===== src/rtl/axi_rd_pkg.sv =====
// Shared types and constants for the AXI read burst engine.
// The state encoding, the 4 KB boundary and the arsize helper live here so the top and bench agree.
package axi_rd_pkg;

    typedef enum logic [1:0] {
        ST_IDLE  = 2'd0,
        ST_ISSUE = 2'd1,
        ST_DRAIN = 2'd2,
        ST_DONE  = 2'd3
    } rd_state_e;

    localparam int unsigned BOUNDARY_4K = 4096;

    function automatic logic [2:0] arsize_from_width(input int unsigned width);
        return 3'($clog2(width / 8));
    endfunction

endpackage


===== src/rtl/axi_skid_buf.sv =====
// Two-entry skid buffer between the AXI R channel and the output stream.
// Output is registered, so a beat appears one cycle after it is accepted.
module axi_skid_buf #(
    parameter int WIDTH = 8
) (
    input  logic             aclk,
    input  logic             reset_n,
    input  logic             wr_valid,
    output logic             wr_ready,
    input  logic [WIDTH-1:0] wr_data,
    output logic             rd_valid,
    input  logic             rd_ready,
    output logic [WIDTH-1:0] rd_data,
    output logic             empty
);

    logic [WIDTH-1:0] mem [2];
    logic             wr_ptr;
    logic             rd_ptr;
    logic [1:0]       count;
    logic             push;
    logic             pop;

    assign wr_ready = (count != 2'd2);
    assign rd_valid = (count != 2'd0);
    assign empty    = (count == 2'd0);
    assign rd_data  = mem[rd_ptr];
    assign push     = wr_valid && wr_ready;
    assign pop      = rd_valid && rd_ready;

    always_ff @(posedge aclk or negedge reset_n) begin
        if (!reset_n) begin
            wr_ptr <= 1'b0;
            rd_ptr <= 1'b0;
            count  <= 2'd0;
        end else begin
            if (push) wr_ptr <= ~wr_ptr;
            if (pop)  rd_ptr <= ~rd_ptr;
            case ({push, pop})
                2'b10:   count <= count + 2'd1;
                2'b01:   count <= count - 2'd1;
                default: count <= count;
            endcase
        end
    end

    always_ff @(posedge aclk) begin
        if (push) mem[wr_ptr] <= wr_data;
    end

endmodule


===== src/rtl/axi_rd_burst_engine.sv =====
// Splits a beat-count read command into AXI INCR bursts (length cap, 4 KB split,
// outstanding limit) and streams the returned data out through a skid buffer.
module axi_rd_burst_engine
    import axi_rd_pkg::*;
#(
    parameter int AXI_DATA_WIDTH  = 128,
    parameter int AXI_ADDR_WIDTH  = 32,
    parameter int MAX_BURST_LEN   = 16,
    parameter int MAX_OUTSTANDING = 4,
    parameter int LEN_WIDTH       = 16
) (
    input  logic                      aclk,
    input  logic                      reset_n,
    input  logic                      cmd_valid,
    output logic                      cmd_ready,
    input  logic [AXI_ADDR_WIDTH-1:0] cmd_addr,
    input  logic [LEN_WIDTH-1:0]      cmd_beats,
    output logic [AXI_DATA_WIDTH-1:0] rd_data,
    output logic                      rd_valid,
    input  logic                      rd_ready,
    output logic                      rd_last,
    output logic                      busy,
    output logic                      done,
    output logic                      err,
    output logic                      m_axi_arvalid,
    input  logic                      m_axi_arready,
    output logic [AXI_ADDR_WIDTH-1:0] m_axi_araddr,
    output logic [7:0]                m_axi_arlen,
    output logic [2:0]                m_axi_arsize,
    output logic [1:0]                m_axi_arburst,
    output logic [3:0]                m_axi_arid,
    output logic [3:0]                m_axi_arcache,
    output logic [2:0]                m_axi_arprot,
    input  logic                      m_axi_rvalid,
    output logic                      m_axi_rready,
    input  logic [AXI_DATA_WIDTH-1:0] m_axi_rdata,
    input  logic [1:0]                m_axi_rresp,
    input  logic                      m_axi_rlast,
    input  logic [3:0]                m_axi_rid
);

    localparam int                  BYTES     = AXI_DATA_WIDTH / 8;
    localparam int                  SIZE_LOG2 = $clog2(BYTES);
    localparam logic [2:0]          SIZE      = arsize_from_width(AXI_DATA_WIDTH);
    localparam int                  OW        = $clog2(MAX_OUTSTANDING + 1);
    localparam int                  CW        = (LEN_WIDTH > 13) ? LEN_WIDTH : 13;
    localparam logic [AXI_ADDR_WIDTH-1:0] ALIGN_MASK = AXI_ADDR_WIDTH'(BYTES - 1);

    // State table
    //   state    | meaning
    //   ST_IDLE  | waiting for a command, cmd_ready high
    //   ST_ISSUE | issuing AR bursts until all beats are requested
    //   ST_DRAIN | all ARs issued, waiting for rlast of each and an empty skid
    //   ST_DONE  | one-cycle completion pulse

    logic [1:0] rst_ff;
    logic       rst_n;

    always_ff @(posedge aclk or negedge reset_n) begin
        if (!reset_n) rst_ff <= 2'b00;
        else          rst_ff <= {rst_ff[0], 1'b1};
    end
    assign rst_n = rst_ff[1];

    rd_state_e                 state, state_nxt;
    logic [AXI_ADDR_WIDTH-1:0] addr_q;
    logic [LEN_WIDTH-1:0]      remaining;
    logic [LEN_WIDTH-1:0]      rx_left;
    logic [OW-1:0]             outstanding;
    logic                      err_q;

    logic [12:0]   bytes_to_bound;
    logic [12:0]   beats_to_bound;
    logic [CW-1:0] len_w;
    logic          ar_valid;
    logic          ar_hs;
    logic          last_ar;
    logic          cmd_acc;
    logic          r_acc;
    logic          rlast_acc;
    logic          skid_empty;
    logic          skid_last;
    logic          unused_rid;

    assign unused_rid = ^m_axi_rid;

    assign bytes_to_bound = 13'(BOUNDARY_4K) - {1'b0, addr_q[11:0]};
    assign beats_to_bound = bytes_to_bound >> SIZE_LOG2;

    always_comb begin
        len_w = CW'(remaining);
        if (CW'(MAX_BURST_LEN) < len_w) len_w = CW'(MAX_BURST_LEN);
        if (CW'(beats_to_bound) < len_w) len_w = CW'(beats_to_bound);
    end

    // ARVALID is derived from registers only, so address and length hold until arready.
    assign ar_valid  = (state == ST_ISSUE) && (outstanding < OW'(MAX_OUTSTANDING))
                       && (remaining != '0);
    assign ar_hs     = ar_valid && m_axi_arready;
    assign last_ar   = ar_hs && (CW'(remaining) == len_w);
    assign cmd_acc   = cmd_valid && cmd_ready;
    assign r_acc     = m_axi_rvalid && m_axi_rready;
    assign rlast_acc = r_acc && m_axi_rlast;

    assign m_axi_arvalid = ar_valid;
    assign m_axi_araddr  = addr_q;
    assign m_axi_arlen   = ar_valid ? 8'(len_w - CW'(1)) : 8'd0;
    assign m_axi_arsize  = SIZE;
    assign m_axi_arburst = 2'b01;
    assign m_axi_arid    = 4'd0;
    assign m_axi_arcache = 4'b0011;
    assign m_axi_arprot  = 3'd0;
    assign err           = err_q;

    always_ff @(posedge aclk or negedge rst_n) begin
        if (!rst_n) state <= ST_IDLE;
        else        state <= state_nxt;
    end

    always_comb begin
        state_nxt = state;
        case (state)
            ST_IDLE:  if (cmd_acc) state_nxt = (cmd_beats == '0) ? ST_DONE : ST_ISSUE;
            ST_ISSUE: if (last_ar) state_nxt = ST_DRAIN;
            ST_DRAIN: if ((outstanding == '0) && skid_empty) state_nxt = ST_DONE;
            ST_DONE:  state_nxt = ST_IDLE;
            default:  state_nxt = ST_IDLE;
        endcase
    end

    always_comb begin
        cmd_ready = 1'b0;
        busy      = 1'b1;
        done      = 1'b0;
        case (state)
            ST_IDLE: begin
                cmd_ready = rst_n;
                busy      = 1'b0;
            end
            ST_DONE: done = 1'b1;
            default: ;
        endcase
    end

    always_ff @(posedge aclk or negedge rst_n) begin
        if (!rst_n) begin
            addr_q      <= '0;
            remaining   <= '0;
            rx_left     <= '0;
            outstanding <= '0;
            err_q       <= 1'b0;
        end else begin
            if (cmd_acc) begin
                addr_q    <= cmd_addr & ~ALIGN_MASK;
                remaining <= cmd_beats;
                rx_left   <= cmd_beats;
                err_q     <= 1'b0;
            end else begin
                if (ar_hs) begin
                    addr_q    <= addr_q + (AXI_ADDR_WIDTH'(len_w) << SIZE_LOG2);
                    remaining <= remaining - LEN_WIDTH'(len_w);
                end
                if (r_acc) begin
                    rx_left <= rx_left - LEN_WIDTH'(1);
                    if (m_axi_rresp != 2'b00) err_q <= 1'b1;
                end
            end
            case ({ar_hs, rlast_acc})
                2'b10:   outstanding <= outstanding + OW'(1);
                2'b01:   outstanding <= outstanding - OW'(1);
                default: outstanding <= outstanding;
            endcase
        end
    end

    // The command-level last flag is computed from the beat count, so intermediate rlast never leaks.
    axi_skid_buf #(
        .WIDTH (AXI_DATA_WIDTH + 1)
    ) u_skid (
        .aclk     (aclk),
        .reset_n  (rst_n),
        .wr_valid (m_axi_rvalid),
        .wr_ready (m_axi_rready),
        .wr_data  ({(rx_left == LEN_WIDTH'(1)), m_axi_rdata}),
        .rd_valid (rd_valid),
        .rd_ready (rd_ready),
        .rd_data  ({skid_last, rd_data}),
        .empty    (skid_empty)
    );

    assign rd_last = rd_valid && skid_last;

endmodule


===== config.mk =====
export PLATFORM = sky130hd
export DESIGN_NAME = axi_rd_burst_engine
export DESIGN_NICKNAME = d
export VERILOG_FILES = /design/src/rtl/axi_rd_pkg.sv /design/src/rtl/axi_skid_buf.sv /design/src/rtl/axi_rd_burst_engine.sv
export SDC_FILE = /design/constraint.sdc
export NUM_CORES = 1
export LEC_CHECK = 0
export BUFFER_PORTS_ARGS = -buffer_cell sky130_fd_sc_hd__buf_2
export CAP_MARGIN = 20
export CORE_UTILIZATION = 58
export DETAILED_ROUTE_END_ITERATION = 10
export PLACE_DENSITY_LB_ADDON = 0.25
export SETUP_SLACK_MARGIN = 0.5
export SLEW_MARGIN = 40
export SYNTH_ARGS = -nofsm -noshare
export SYNTH_HDL_FRONTEND = slang
export SYNTH_SLANG_ARGS = --single-unit

===== constraint.sdc =====
create_clock -name aclk -period 10.7 [get_ports aclk]
set_clock_uncertainty 0.1 [all_clocks]
set_input_delay 0 -clock aclk [delete_from_list [all_inputs] [get_ports aclk]]
set_output_delay 0 -clock aclk [all_outputs]
set_load 0.05 [all_outputs]

-- After elaboration in Yosys (flattened, before gate mapping)
Memories as Yosys holds them, arrays and structs flattened.
Cells that the tools add are included.
- memory bits (writable): 258
- input bits: 189
- register bits: 76
- memories kept: 1
- word-level logic and storage cells: 86
- latch bits: 0
- output and inout bits: 192
- bits in read-only memories: 0
- divide/modulo/power cells: 0
- add/subtract/negate cells: 9
- mux-type cells: 24
- reductions and logical operators: 24
- shift-type cells: 0
- order comparisons: 3
- multipliers: 0
- bitwise gates (word level): 2
- equality and inequality tests: 13
- memories (name ; words ; width ; rd ports ; clocked after Yosys merged registers in ; write ports ; RTL line ; source):
    u_skid.mem ; 2 ; 129 ; 1 ; 0 ; 1 ; axi_skid_buf.sv:17 ; logic [WIDTH-1:0] mem [2];
- operator list (kind ; number):
    $mux 16 ; 6
    $mux 32 ; 2
    $add 32x20->32 ; 1
    $eq 16x1->1 const B ; 1
    $eq 16x16->1 ; 1
    $logic_not 16->1 ; 1
    $lt 5x16->1 const A ; 1
    $lt 9x16->1 ; 1
    $reduce_bool 16->1 ; 1
    $sub 16x1->16 const B ; 1
    $sub 16x16->16 ; 1
    $reduce_bool 2->1 ; 7
    $sub 13x12->13 const A ; 1
    $logic_and 1x1->1 ; 10
    $eq 2x2->1 const B ; 4
    $mux 1 ; 8
    $mux 2 ; 4
    $mux 8 ; 1
    $ne 2x2->1 const B ; 4
    $pmux 2 s4 ; 1
    $sub 8x1->8 const B ; 1
    $eq 2x1->1 const B ; 3
    $pmux 3 s2 ; 1
    $logic_not 2->1 ; 2
    10 further kinds ; 11

-- Longest topological paths before layout
- depth in word-level cells: 8
- depth in mapped cells: 21
- mapped depth without buffers: 20

-- Cells and area by module
From an unflattened synthesis, not the netlist that was laid out.
- cell total of the unflattened synthesis: 1133
- area, all modules: 15234.6 um^2
- modules (own cells, without submodules) (module ; area each (um^2) ; times used ; seq. area each (um^2) ; cells an instance):
    axi_skid_buf ; 9531.6 ; 1 ; 7847.5 ; 419
    axi_rd_burst_engine ; 5703.0 ; 1 ; 1701.6 ; 714

-- Least setup slack after synthesis
OpenSTA, ideal clock, no wires.
- path kind: register -> register
- start point: register u_skid.count[0]
- end point: memory u_skid.mem[0][0] (netlist name) (enable)
- path buffers: 1
- setup slack: 3.065 ns
- period minus slack after synthesis: 7.635 ns
- stages on the path, launching flop included: 6
- data required time: 9.981 ns
- arrival: 6.915 ns
- setup time: 0.619 ns
- cells stage by stage: dfrtp_1 nand2b_1 and2_1 clkbuf_1 clkinv_1 nor2_1
- longest elaborated chain between the ends: 4
- RTL lines (item ; RTL line ; source):
    start: declaration ; axi_skid_buf.sv:20 ; logic [1:0] count;
    start signal: assignment ; axi_skid_buf.sv:40 ; 2'b10: count <= count + 2'd1;
    start signal: assignment ; axi_skid_buf.sv:41 ; 2'b01: count <= count - 2'd1;
    start signal: assignment ; axi_skid_buf.sv:42 ; default: count <= count;
    $ne 2x2->1 ; axi_skid_buf.sv:24 ; assign wr_ready = (count != 2'd2);
    via m_axi_rready ; axi_rd_burst_engine.sv:35 ; output logic m_axi_rready,
    $logic_and 1x1->1 ; axi_skid_buf.sv:28 ; assign push = wr_valid && wr_ready;
    $mux 1 ; axi_skid_buf.sv:48 ; if (push) mem[wr_ptr] <= wr_data;
    $mux 1 (not written as such) ; axi_skid_buf.sv:48 ;
    end: declaration ; axi_skid_buf.sv:17 ;
The timed path passes the listed nets, and every way through them passes these cells.

-- Worst setup path after layout
- start point: register remaining[15]
- end point: register remaining[15]
- longest elaborated chain between the ends: 7
- elaborated cells on any way between the ends: 11
- classes of those cells: add/sub: 1; order compare: 2; mux: 4; reduce/logical: 4
- RTL lines (item ; RTL line ; source):
    start: declaration ; axi_rd_burst_engine.sv:67 ; logic [LEN_WIDTH-1:0] remaining;
    start signal: assignment ; axi_rd_burst_engine.sv:155 ; remaining <= cmd_beats;
    start signal: assignment ; axi_rd_burst_engine.sv:161 ; remaining <= remaining - LEN_WIDTH'(len_w);
    $lt 5x16->1 ; axi_rd_burst_engine.sv:92 ; if (CW'(MAX_BURST_LEN) < len_w) len_w = CW'(MAX_BURST_LEN);
    $mux 16 ; axi_rd_burst_engine.sv:92 ;
    $lt 9x16->1 ; axi_rd_burst_engine.sv:93 ; if (CW'(beats_to_bound) < len_w) len_w = CW'(beats_to_bound);
    $mux 16 ; axi_rd_burst_engine.sv:93 ;
    $sub 16x16->16 ; axi_rd_burst_engine.sv:161 ;
    $mux 16 ; axi_rd_burst_engine.sv:159 ; if (ar_hs) begin
    $mux 16 ; axi_rd_burst_engine.sv:153 ; if (cmd_acc) begin
Several ways; a longest one is shown, not always the timed one. The select of a mux whose other input is x is not followed.
A chain may end at the register's enable or synchronous reset.

==> results.py <==
metrics = {
    "layout": {
        "regArea_sq_mm": 0.00956,
        "multiInputGateArea_sq_mm": 0.00541,
        "drive_above_1_share": 0.326,
        "n_fill_cell": 1424,
        "instances_no_fill": 2047,
        "final_nets": 1933,
        "area_growth_pct": 33.4,
    },
    "logic_synthesis": {
        "synthTopCellsByCount": "edfxtp_1 (258), mux2_2 (129), dfrtp_1 (72)",
        "yosysUniqueCellTypes": 66,
        "synth-edff-count": 258,
        "ys_seq_elements": 330,
        "synth.area.top_cells": "edfxtp_1 (51%), dfrtp_1 (12%), mux2_2 (9.5%), ha_1 (4.3%), a21oi_1 (2.3%)",
        "ys.flop_type": "edfxtp_1",
        "synth-seq-area-share": 0.627,
        "synthCells": 1131,
        "syn_avg_cell_area_sq_um": 13.5,
        "yosys.area.top_type_share": 0.509,
        "yosysWarnings": 0,
        "async_flop_share": 0.218,
        "synth_top_area_cell": "edfxtp_1",
        "yosysMostFrequentCell": "edfxtp_1",
        "syn_area_sq_mm": 0.0152,
    },
    "clocking": {
        "postCtsSetupBuffers": 0,
        "htreeDepth": 2,
        "clk_latency_ps": 520,
        "cts_resized": 0,
        "clkSinkCount": 330,
        "numCtsBuffers": 34,
        "root_buffer": "clkbuf_16",
        "clkTransAtPathRegs_ps": 70,
        "cts_tree": "built",
        "clockBufferDepth": 3,
    },
    "global_routing": {
        "overflow": 0,
        "antenna_found_initial": 2,
        "grt_pass1_vias": 11894,
        "grt_first_pass_wirelength_mm": 64.7,
        "grt_max_degree": 65,
        "grt_usage": 0.318,
    },
    "floorplanning": {
        "num_rows": 58,
        "die_w_um": 164,
        "die_h_um": 164,
        "coreArea_sq_mm": 0.0255,
        "dieArea_sq_mm": 0.0269,
        "io_pins": 381,
        "start_util": 0.598,
    },
    "run_status": {
        "status": "completed",
    },
    "pwr": {
        "power_density_mw_per_mm2": 333,
        "ir_drop_uv": 279,
        "p_leak_nw": 8.20,
    },
    "worst_setup_path": {
        "cp_max_fo": 9,
        "r2r_end": "remaining[15]",
        "arrival_ps": 6700,
        "critPathLaunchType": "flop",
        "crit_path_end_kind": "flop",
        "required_ps": 11010,
        "r2r_setup_slack_ps": 4310,
        "crit_type": "flop to flop",
        "r2r_cells": 20,
        "regToRegStartpoint": "remaining[15]",
    },
    "drt": {
        "routed_wl_mm": 43.4,
        "postRouteAntennaNets": 0,
        "drc_errors": 0,
        "dr_total_vias": 11575,
        "first_pass_iters": 5,
        "vias_per_cell": 5.65,
        "wl_per_cell_um": 21.2,
        "drt_iter0_markers": 1018,
    },
    "sta": {
        "slew_headroom": 0.464,
        "fin_crit_ps": 6390,
        "max_freq_mhz": 157,
        "timing.final.crit_share": 0.597,
        "rsz0062_at_grt": "false",
        "setup_violations": 0,
        "tightest_slew_ps": 795,
        "slew_violations": 0,
        "hold_violations": 0,
        "finalSetupTns_ps": 0,
    },
    "placed_design": {
        "io_buffers": 352,
        "hpwl_mm": 25.4,
        "routabilityCongestion": 0.864,
        "dpl.cell_count": 1801,
    },
    "job": {
        "cap_violations": 0,
    },
    "worst_hold_path": {
        "worstHoldStart": "cmd_valid",
        "hold_path_class": "input pin to flop",
        "hold_end": "err",
        "worstHoldPathCells": 3,
    },
}
cell usage in the layout (no fill, tap or decap), types with 5 or more instances in the layout:
cell	n
and2_1	7
inv_1	27
nor3_1	21
clkbuf_16	35
buf_12	6
buf_4	5
clkinv_2	8
or3_1	6
nand4_1	8
a21oi_1	71
ha_1	52
and3_1	15
a31oi_1	10
dlygate4sd3_1	180
o211ai_1	7
clkinv_1	6
and4_1	5
conb_1	38
xnor2_1	36
mux2_2	129
buf_2	352
dfrtp_1	70
clkbuf_1	7
nor4_1	12
nand2b_1	7
a211oi_1	10
nor2_1	65
nand3_1	24
edfxtp_1	258
a21o_1	12
o21ai_0	47
o21a_1	10
nand2_1	70
xor2_1	29
critical path, cell delays in order, from the launching register on:
cell,delay (ps)
dfrtp_1,420
nor4_1,520
nand2_1,190
a211oi_2,560
nand2_1,130
ha_1,310
a211oi_1,280
nand3_1,120
or3_1,390
o21ai_1,510
nand2_1,110
o21ai_1,360
inv_1,190
ha_1,330
nor2b_1,150
o31ai_1,340
a21oi_1,220
a211oi_1,360
o311ai_0,190
xor2_1,200
a21oi_1,290
worst max path at each step:
| stage | from | to | slack, ps | cells past startpoint |
|---|---|---|---|---|
| finish | remaining[15] | remaining[15] | 4310 | 20 |
| global route | remaining[15] | remaining[15] | 3830 | 20 |
| CTS | remaining[15] | m_axi_araddr[22] | 4310 | 20 |
| detailed placement | remaining[15] | m_axi_araddr[22] | 4320 | 20 |
| global placement | remaining[15] | m_axi_araddr[22] | 4220 | 18 |
| floorplan | u_skid.count[0] | u_skid.mem[0][0] | 3070 | 5 |
per-layer routing:
metal	vias to the layer above	GRT usage	wire (um)
met3	138	0.0588	2950
met1	5596	0.359	15900
met2	548	0.574	22400
li1	5293	-	-
met5	-	0	0
met4	0	0.162	2130
layout make-up:
class,count,share of cell area
antenna,2,0.000247
clock buffer,42,0.0444
clock inverter,20,0.00826
inverter,28,0.00518
multi-input combinational,750,0.266
sequential,330,0.471
tap,330,0.0203
timing repair buffer,545,0.184
state kept, by name, indices dropped and copies added (netlist names):
name           count
u_skid.mem       258
u_skid.count       2
rst_ff             2
outstanding        3
u_skid.wr_ptr      1
rx_left           16
u_skid.rd_ptr      1
state              2
m_axi_araddr      28
err                1
remaining         16
report_power, final:
part / switching, mW / internal (mW) / total [mW]
logic: 2.41 / 1.16 / 3.57
registers: 0.242 / 1.79 / 2.03
clock network: 0.512 / 0.655 / 1.17
total: 3.16 / 3.60 / 6.76
timing repair:
item,4_1_cts,5_1_grt
hold buffers,180,0
setup endpoints to repair,0,0
hold endpoints to repair,351,0
cell families (layout without fill, tap and decap cells):
group / count (synthesis) / count (layout) / synth area share
other: 2 / 40 / 0.000493
and+or+nand+nor: 265 / 265 / 0.0862
AOI/OAI and AO/OA: 197 / 197 / 0.0781
buffers and inverters: 87 / 635 / 0.0276
adders and majority gates: 55 / 55 / 0.0467
muxes: 130 / 130 / 0.0961
DFF: 330 / 330 / 0.627
xor gates and xnor gates: 65 / 65 / 0.0374
metrics by stage:
stage	instance area (sq um)	util	total power, mW	worst slack (ps)	hold WS (ps)
2_1_floorplan	15400	-	4.70	3070	-396
3_3_place_gp	17300	0.679	5.34	4220	-314
3_5_place_dp	17400	0.682	5.45	4320	-311
4_1_cts	20300	0.795	6.66	4310	56.2
5_1_grt	20300	0.797	7.09	3830	91.0
6_report	20300	0.797	6.76	4310	61.4
No activity file was read; power rests on OpenSTA's default activity.
